==> config.mk <==
export PLATFORM = sky130hd
export DESIGN_NAME = uvma_tprescaler_b_mc_chkr
export DESIGN_NICKNAME = d
export VERILOG_FILES = /design/src/rtl/uvma_tprescaler_b_mc_pkg.sv /design/src/rtl/uvma_tprescaler_b_mc_chan_model.sv /design/src/rtl/uvma_tprescaler_b_mc_chkr.sv
export SDC_FILE = /design/constraint.sdc
export NUM_CORES = 1
export LEC_CHECK = 0
export ABC_AREA = 1
export CAP_MARGIN = 20
export CORE_MARGIN = 4
export CORE_UTILIZATION = 55
export DETAILED_ROUTE_END_ITERATION = 7
export PLACE_DENSITY = 0.83
export SLEW_MARGIN = 20
export SYNTH_ARGS = -nofsm -noshare
export SYNTH_HDL_FRONTEND = slang
export SYNTH_SLANG_ARGS = --single-unit
export TNS_END_PERCENT = 10
==> constraint.sdc <==
create_clock -name clk -period 5 [get_ports clk]
set_input_delay 1 -clock clk [delete_from_list [all_inputs] [get_ports clk]]
set_output_delay 1 -clock clk [all_outputs]
set_load 0.03 [all_outputs]
==> src/rtl/uvma_tprescaler_b_mc_pkg.sv <==
// Shared types, limits and helpers for the multi-channel prescaler checker.
//   upd_mode_e : how a channel picks up a new prescale value
//   err_kind_e : classification of a per-channel compare result
//   popcount   : number of set bits in a channel error vector
package uvma_tprescaler_b_mc_pkg;

  localparam int MAX_N_CH    = 16;
  localparam int MIN_LATENCY = 1;
  localparam int MAX_LATENCY = 4;
  localparam int POP_W       = $clog2(MAX_N_CH + 1);

  typedef enum logic {
    UPD_IMMEDIATE = 1'b0,
    UPD_SHADOW    = 1'b1
  } upd_mode_e;

  typedef enum logic [1:0] {
    ERR_NONE     = 2'd0,
    ERR_MISSING  = 2'd1,
    ERR_SPURIOUS = 2'd2
  } err_kind_e;

  function automatic logic [POP_W-1:0] popcount(input logic [MAX_N_CH-1:0] v);
    logic [POP_W-1:0] n;
    n = '0;
    for (int i = 0; i < MAX_N_CH; i++) n = n + POP_W'(v[i]);
    return n;
  endfunction

endpackage

==> src/rtl/uvma_tprescaler_b_mc_chan_model.sv <==
// Reference model of one prescaler channel plus its tick compare.
// Ports:
//   clk, reset_n  clock and asynchronous active-low reset
//   en            channel enable; low clears the count and flushes expectations
//   ps_value      prescale value, divide ratio = ps_value+1
//   tick_in       input tick qualifying a count step
//   tick_out      DUT output tick under check
//   exp_tick      predicted tick, aligned with tick_out
//   missing       exp_tick high while tick_out low
//   spurious      tick_out high while exp_tick low
module uvma_tprescaler_b_mc_chan_model
  import uvma_tprescaler_b_mc_pkg::*;
#(
  parameter int        PS_W    = 8,
  parameter int        LATENCY = 1,
  parameter upd_mode_e MODE    = UPD_IMMEDIATE
) (
  input  logic            clk,
  input  logic            reset_n,
  input  logic            en,
  input  logic [PS_W-1:0] ps_value,
  input  logic            tick_in,
  input  logic            tick_out,
  output logic            exp_tick,
  output logic            missing,
  output logic            spurious
);

  logic [PS_W-1:0]    cnt_q;
  logic [PS_W-1:0]    shadow_q;
  logic               en_q;
  logic [PS_W-1:0]    active_ps;
  logic               en_rise;
  logic               terminal;
  logic [LATENCY-1:0] exp_p;
  logic [LATENCY-1:0] exp_nxt;

  always_comb begin
    en_rise   = en & ~en_q;
    // On the enable-rise cycle the shadow has not been loaded yet, so the
    // live value governs that first compare.
    active_ps = (MODE == UPD_SHADOW && !en_rise) ? shadow_q : ps_value;
    // >= rather than == so a value lowered below the running count in
    // immediate mode ends the period on the next tick.
    terminal  = en & tick_in & (cnt_q >= active_ps);
  end

  always_comb begin
    exp_nxt = '0;
    if (en) begin
      exp_nxt[0] = terminal;
      for (int i = 1; i < LATENCY; i++) exp_nxt[i] = exp_p[i-1];
    end
  end

  // Stage p0..pN: count state and expectation shift register
  always_ff @(posedge clk or negedge reset_n) begin
    if (!reset_n) begin
      cnt_q    <= '0;
      shadow_q <= '0;
      en_q     <= 1'b0;
      exp_p    <= '0;
    end else begin
      en_q  <= en;
      exp_p <= exp_nxt;
      if (!en)          cnt_q <= '0;
      else if (tick_in) cnt_q <= terminal ? '0 : cnt_q + PS_W'(1);
      if (en_rise || terminal) shadow_q <= ps_value;
    end
  end

  always_comb begin
    exp_tick = exp_p[LATENCY-1];
    missing  = exp_tick & ~tick_out;
    spurious = ~exp_tick & tick_out;
  end

endmodule

==> src/rtl/uvma_tprescaler_b_mc_chkr.sv <==
// Multi-channel timer-prescaler checker: one reference model per channel,
// sticky missing/spurious flags and a shared saturating error counter.
// Ports:
//   clk, reset_n    clock and asynchronous active-low reset
//   en_i            per-channel enable
//   ps_value_i      per-channel prescale value, channel c at [c*PS_W +: PS_W]
//   tick_in_i       per-channel input tick
//   tick_out_i      per-channel DUT output tick under check
//   clr_i           synchronous clear of flags and counter
//   exp_tick_o      predicted ticks, aligned with tick_out_i
//   err_missing_o   sticky expected-tick-absent flags
//   err_spurious_o  sticky unexpected-tick flags
//   err_cnt_o       saturating total error count
module uvma_tprescaler_b_mc_chkr
  import uvma_tprescaler_b_mc_pkg::*;
#(
  parameter int N_CH     = 2,
  parameter int PS_W     = 8,
  parameter int LATENCY  = 1,
  parameter int UPD_MODE = 0,
  parameter int CNT_W    = 16
) (
  input  logic                 clk,
  input  logic                 reset_n,
  input  logic [N_CH-1:0]      en_i,
  input  logic [N_CH*PS_W-1:0] ps_value_i,
  input  logic [N_CH-1:0]      tick_in_i,
  input  logic [N_CH-1:0]      tick_out_i,
  input  logic                 clr_i,
  output logic [N_CH-1:0]      exp_tick_o,
  output logic [N_CH-1:0]      err_missing_o,
  output logic [N_CH-1:0]      err_spurious_o,
  output logic [CNT_W-1:0]     err_cnt_o
);

  localparam upd_mode_e MODE  = (UPD_MODE != 0) ? UPD_SHADOW : UPD_IMMEDIATE;
  localparam int        SUM_W = CNT_W + POP_W + 1;

  function automatic logic [CNT_W-1:0] sat_add(input logic [CNT_W-1:0] a,
                                               input logic [POP_W-1:0] b);
    logic [SUM_W-1:0] s;
    s = SUM_W'(a) + SUM_W'(b);
    if (s > SUM_W'({CNT_W{1'b1}})) return {CNT_W{1'b1}};
    return s[CNT_W-1:0];
  endfunction

  logic [N_CH-1:0]     missing;
  logic [N_CH-1:0]     spurious;
  logic [N_CH-1:0]     err_vec;
  logic [MAX_N_CH-1:0] err_pad;
  logic [POP_W-1:0]    err_pop;

  for (genvar c = 0; c < N_CH; c++) begin : g_chan
    uvma_tprescaler_b_mc_chan_model #(
      .PS_W    (PS_W),
      .LATENCY (LATENCY),
      .MODE    (MODE)
    ) u_chan (
      .clk      (clk),
      .reset_n  (reset_n),
      .en       (en_i[c]),
      .ps_value (ps_value_i[c*PS_W +: PS_W]),
      .tick_in  (tick_in_i[c]),
      .tick_out (tick_out_i[c]),
      .exp_tick (exp_tick_o[c]),
      .missing  (missing[c]),
      .spurious (spurious[c])
    );
  end

  always_comb begin
    err_vec = missing | spurious;
    err_pad = MAX_N_CH'(err_vec);
    err_pop = popcount(err_pad);
  end

  // Stage p1: sticky flags and error counter. A clear restarts from this
  // cycle's errors so nothing seen in the clear cycle is lost.
  always_ff @(posedge clk or negedge reset_n) begin
    if (!reset_n) begin
      err_missing_o  <= '0;
      err_spurious_o <= '0;
      err_cnt_o      <= '0;
    end else if (clr_i) begin
      err_missing_o  <= missing;
      err_spurious_o <= spurious;
      err_cnt_o      <= sat_add('0, err_pop);
    end else begin
      err_missing_o  <= err_missing_o | missing;
      err_spurious_o <= err_spurious_o | spurious;
      err_cnt_o      <= sat_add(err_cnt_o, err_pop);
    end
  end

endmodule

### Word level (Yosys, flattened, before mapping)

Index checks and enable logic that the tools add are counted.

| word-level totals | value |
|---|---|
| register bits | 38 |
| input bits | 25 |
| output and inout bits | 22 |
| logic and storage cells | 51 |

| cells by class | value |
|---|---|
| add/subtract/negate cells | 4 |
| order comparisons | 4 |
| equal/unequal tests | 2 |
| muxes and demuxes | 19 |
| bitwise operators | 15 |

Operators with widths:

| operator | count |
|---|---|
| 16-bit two-way mux | 5 |
| 8-bit two-way mux | 6 |
| 16-bit by 2-bit adder with 17-bit output | 1 |
| 17-bit by 16-bit greater-than comparator with 1-bit output (second input constant) | 1 |
| 8-bit by 1-bit adder with 8-bit output (second input constant) | 2 |
| 8-bit >= comparator | 2 |
| 2-bit by 16-bit greater-than comparator with 1-bit output (second input constant) | 1 |
| 1-bit AND | 8 |
| 1-bit two-way mux | 6 |
| 2-bit bitwise OR | 3 |
| 2-bit two-way mux | 2 |
| 2-bit by 1-bit != test with 1-bit output (second input constant) | 2 |
| 1-bit NOT | 4 |
| 1-bit by 1-bit adder with 2-bit output | 1 |

### Logic depth before layout (Yosys ltp)

| depth | value |
|---|---|
| depth after elaboration | 10 |
| depth in mapped cells | 14 |
| gate-level depth less buffers | 14 |

### Hierarchy

Synthesis repeated with hierarchy kept, for this count alone.

| unflattened totals | value |
|---|---|
| cells, all modules | 369 |
| area, all modules | 2688.8 sq um |

Modules (own cells, without submodules):

| module | instances | cells each | area an instance (sq um) | sequential area each (sq um) |
|---|---|---|---|---|
| uvma_tprescaler_b_mc_chan_model | 2 | 112 | 750.7 | 225.2 |
| uvma_tprescaler_b_mc_chkr | 1 | 145 | 1187.4 | 500.5 |

### Worst setup path before layout

Ideal clock, no wire load.

| timing | value |
|---|---|
| kind | input-to-reg |
| from | input tick_out_i[0] |
| to | register err_cnt_o[10] |
| setup time | 0.143 ns |
| arrival time | 2.834 ns |
| required time | 4.857 ns |
| setup slack | 2.024 ns |
| cell stages on the path | 13 |
| buffers on the path | 1 |
| path through | inv_1 -> ha_1 -> inv_1 -> ha_1 -> ha_1 -> fa_1 -> nand2_2 -> nor2_4 -> nand2_2 -> nor2_4 -> nand4_4 -> buf_6 -> a21oi_2 |

| between the ends | value |
|---|---|
| longest elaborated chain between the ends | 10 |
| elaborated cells between the ends (all ways) | 15 |
| classes of those cells | add/sub (2); order compare (2); mux (7); bitwise (4) |

Ends and longest elaborated chain:

| what | RTL line | RTL |
|---|---|---|
| start: declaration | uvma_tprescaler_b_mc_chkr.sv:28 | `input logic [N_CH-1:0] tick_out_i,` |
| 1-bit NOT | uvma_tprescaler_b_mc_chan_model.sv:74 | `missing = exp_tick & ~tick_out;` |
| 1-bit AND | uvma_tprescaler_b_mc_chan_model.sv:74 |  |
| 2-bit bitwise OR * | uvma_tprescaler_b_mc_chkr.sv:72 | `err_vec = missing \| spurious;` |
| 1-bit by 1-bit adder with 2-bit output * | uvma_tprescaler_b_mc_pkg.sv:26 | `for (int i = 0; i < MAX_N_CH; i++) n = n + POP_W'(v[i]);` |
| 16-bit by 2-bit adder with 17-bit output | uvma_tprescaler_b_mc_chkr.sv:42 | `s = SUM_W'(a) + SUM_W'(b);` |
| 17-bit by 16-bit greater-than comparator with 1-bit output | uvma_tprescaler_b_mc_chkr.sv:43 | `if (s > SUM_W'({CNT_W{1'b1}})) return {CNT_W{1'b1}};` |
| 1-bit two-way mux | uvma_tprescaler_b_mc_chkr.sv:43 |  |
| 1-bit two-way mux | uvma_tprescaler_b_mc_chkr.sv:84 | `end else if (clr_i) begin` |
| 16-bit two-way mux | uvma_tprescaler_b_mc_chkr.sv:44 | `return s[CNT_W-1:0];` |
| 16-bit two-way mux * | uvma_tprescaler_b_mc_chkr.sv:84 |  |
| end signal: assignment | uvma_tprescaler_b_mc_chkr.sv:87 | `err_cnt_o <= sat_add('0, err_pop);` |
| end signal: assignment | uvma_tprescaler_b_mc_chkr.sv:91 | `err_cnt_o <= sat_add(err_cnt_o, err_pop);` |
| end: declaration | uvma_tprescaler_b_mc_chkr.sv:33 | `output logic [CNT_W-1:0] err_cnt_o` |

Every way passes the cells marked *; elsewhere a longest branch is shown, timed or not. The select of a mux whose other input is x is not followed.
A chain may end at the register's enable or synchronous reset.

### Worst setup path in the final report

| timing | value |
|---|---|
| from | input tick_out_i[1] |
| to | register err_cnt_o[15] |

Same word-level chain as after synthesis.

==> impl_metrics.json <==
{
  "cp_top_family": "adder cells",
  "seq_power_share_pct": 49.4,
  "power.density_mw_per_mm2": 204,
  "hold_viol": 0,
  "worst_slack_ps": 1560,
  "h-tree-depth": 2,
  "fin_nets": 453,
  "min_period_over_period_pct": 68.7,
  "wirelength_um": 5470,
  "synth.most_common_cell": "nand2_1",
  "slew_violations": 0,
  "r2r_slack_ps": 2410,
  "power_leakage_nw": 1.58,
  "routed_via_density": 5.08,
  "fin_skew_ps": 2.45,
  "cts_hold_buf": 0,
  "core_area_mm2": 0.00472,
  "syn2layout_area_growth_pct": 22.1,
  "path_clk_slew_ps": 70,
  "synth_top_area_share_pct": 35.4,
  "cp-start-kind": "input port",
  "tritoncts": "built",
  "synth_nets": 405,
  "cap_viol_max_count": 0,
  "rows": 25,
  "vdd_drop_max_v": 0.000138,
  "synth_edf_count": 0,
  "min_period_ps": 3440,
  "grt_max_degree": 39,
  "cp_num_buf_inv": 4,
  "clk_path_buf_depth": 2,
  "drcViolationCount": 0,
  "clockRootBuffer": "clkbuf_8",
  "initial_core_util_pct": 56.8,
  "grt_util_all_layers_pct": 19.3,
  "p_comb_share_pct": 18.4,
  "detailedRoute.firstPassIterationCount": 4,
  "avgSynthCellArea_um2": 7.58,
  "post_cts_resized": 0,
  "synthFlopType": "dfrtp_1",
  "synthCells": 354,
  "crit_type": "input port to flop",
  "clockPowerShare_pct": 32.2,
  "yosysWarnings": 0,
  "die_y_um": 77.9,
  "multi_input_area_mm2": 0.00145,
  "relSlewSlack_pct": 43.9,
  "async_flop_share_pct": 100,
  "drtAntennaViolNets": 0,
  "ff_latch_area_um2": 951,
  "p_sw_share_pct": 27.7,
  "diodes": 0,
  "finalSetupViolCount": 0,
  "place_ws_ps": 1260,
  "dieArea_mm2": 0.00606,
  "yosysTopAreaCell": "dfrtp_1",
  "outcome": "finished clean",
  "final.setup.tns_ps": 0,
  "synth_seq_cells": 38,
  "syn_area_mm2": 0.00269,
  "intPower_mw": 0.484,
  "io_buffers": 46,
  "switchingPower_mw": 0.185,
  "grt_pass1_vias": 2247,
  "seq_area_frac_synth_pct": 35.4,
  "crit_fanout": 14,
  "yosysUniqueCellTypes": 26,
  "vias": 2387,
  "cts_made_buffers": 5,
  "arrival_ps": 3620,
  "synthTopCellsByCount": "nand2_1 (68), inv_1 (63), nor2_1 (44)",
  "critPathRequiredTime_ps": 5180,
  "grt_pass1_wl_um": 9560,
  "final_util_pct": 69.4,
  "die_w_um": 77.9,
  "avgRoutedWirePerCell_um": 11.6,
  "synth.area.top_cells": "dfrtp_1 (35%), ha_1 (12%), nand2_1 (9.5%)",
  "io_pins": 47,
  "worst_path_largest_cell_delay_ps": 490,
  "antenna_found_initial": 0,
  "max_freq_mhz": 291,
  "rsz0062_at_grt": "no",
  "clk_latency_ps": 280,
  "post_cts_buffers": 0,
  "hold_path.class": "flop to flop",
  "crit_chain": "clkdlybuf4s50_1, inv_1, ha_1, inv_1, ha_1, ha_1, fa_1, nand2_2, nor2_4, nand2_2, nor2_4, nand4_4, nand3_1, nand2_1, inv_1",
  "gp_congestion": 0.889,
  "drive_gt1_share_pct": 6.45,
  "slowest_stage": "clkdlybuf4s50_1",
  "clkSinkCount": 38,
  "drtIter0Drc": 161,
  "fillerInstances": 397,
  "grt.overflow.total": 0,
  "end_kind": "flop",
  "worst_pin_slew_ps": 842,
  "dpl.hpwl_um": 4330
}
## cell families (layout without fill, tap and decap cells)
| logic type | Yosys count | count (layout) | synth area share, % |
|---|---|---|---|
| AO/OA/AOI/OAI | 54 | 54 | 13.5 |
| XOR/XNOR | 7 | 7 | 2.28 |
| adder cells (fa/ha/maj) | 26 | 26 | 12.4 |
| buffers and inverters | 71 | 120 | 10.6 |
| flip-flops | 38 | 38 | 35.4 |
| AND/OR/NAND/NOR | 158 | 158 | 25.8 |
## metal layers
layer  GRT usage (%)  wire, um  vias up
li1                -         -     1224
met1            23.5      2500     1104
met2            34.2      2670       53
met3            4.41       253        6
met4            4.63        46        0
met5               0         0        -
## area by class of cell
cell class	instances	area share (%)
Multi-Input combinational cell	245	44.2
Tap cell	67	2.56
Clock buffer	7	2.63
Timing Repair Buffer	46	13.9
Sequential cell	38	29.0
Clock inverter	1	0.153
Inverter	66	7.56
## stage by stage
step	hold slack, ps	power, mW	cells	instance area, um^2
floorplan	571	0.408	354	2690
global placement	466	0.456	462	3190
detailed placement	478	0.461	462	3190
CTS	494	0.678	470	3280
global route	519	0.708	470	3280
finish	488	0.670	470	3280
## sequential cells by signal, summed over array words and instances, names as in the netlist
signal                  count
err_cnt_o                  16
err_missing_o               2
err_spurious_o              2
g_chan.u_chan.cnt_q        16
g_chan.u_chan.exp_tick      2
## final timing paths
kind / from / to / depth (start not counted)
max in group asynchronous: reset_n / g_chan[0].u_chan.cnt_q[3]$_DFFE_PN0P_ / 1
min: err_missing_o[0]$_DFF_PN0_ / err_missing_o[0]$_DFF_PN0_ / 1
min reg2reg: err_missing_o[0]$_DFF_PN0_ / err_missing_o[0]$_DFF_PN0_ / 1
max: tick_out_i[1] / err_cnt_o[15]$_DFF_PN0_ / 15
max reg2reg: g_chan[0].u_chan.exp_tick$_DFF_PN0_ / err_cnt_o[15]$_DFF_PN0_ / 13
min in group asynchronous: reset_n / err_spurious_o[0]$_DFF_PN0_ / 1
## power by group through the flow
stage          logic [mW]  clock network, mW  registers (mW)
2_1_floorplan      0.0633                  0           0.345
3_3_place_gp        0.120                  0           0.336
6_report            0.123              0.216           0.331
3_5_place_dp        0.125                  0           0.337
4_1_cts             0.125              0.223           0.331
5_1_grt             0.138              0.237           0.332
## cells in the final DEF, fill, tap and decap left out, types with 7 or more instances in the layout
cell / n
nand2_1: 68
o21bai_1: 16
o21ai_0: 9
ha_1: 25
a21oi_2: 10
clkdlybuf4s50_1: 45
inv_1: 63
nor2_1: 44
nand3_1: 27
dfrtp_1: 38
nand4_1: 7
a21oi_1: 13
(Power assumes the default switching activity.)
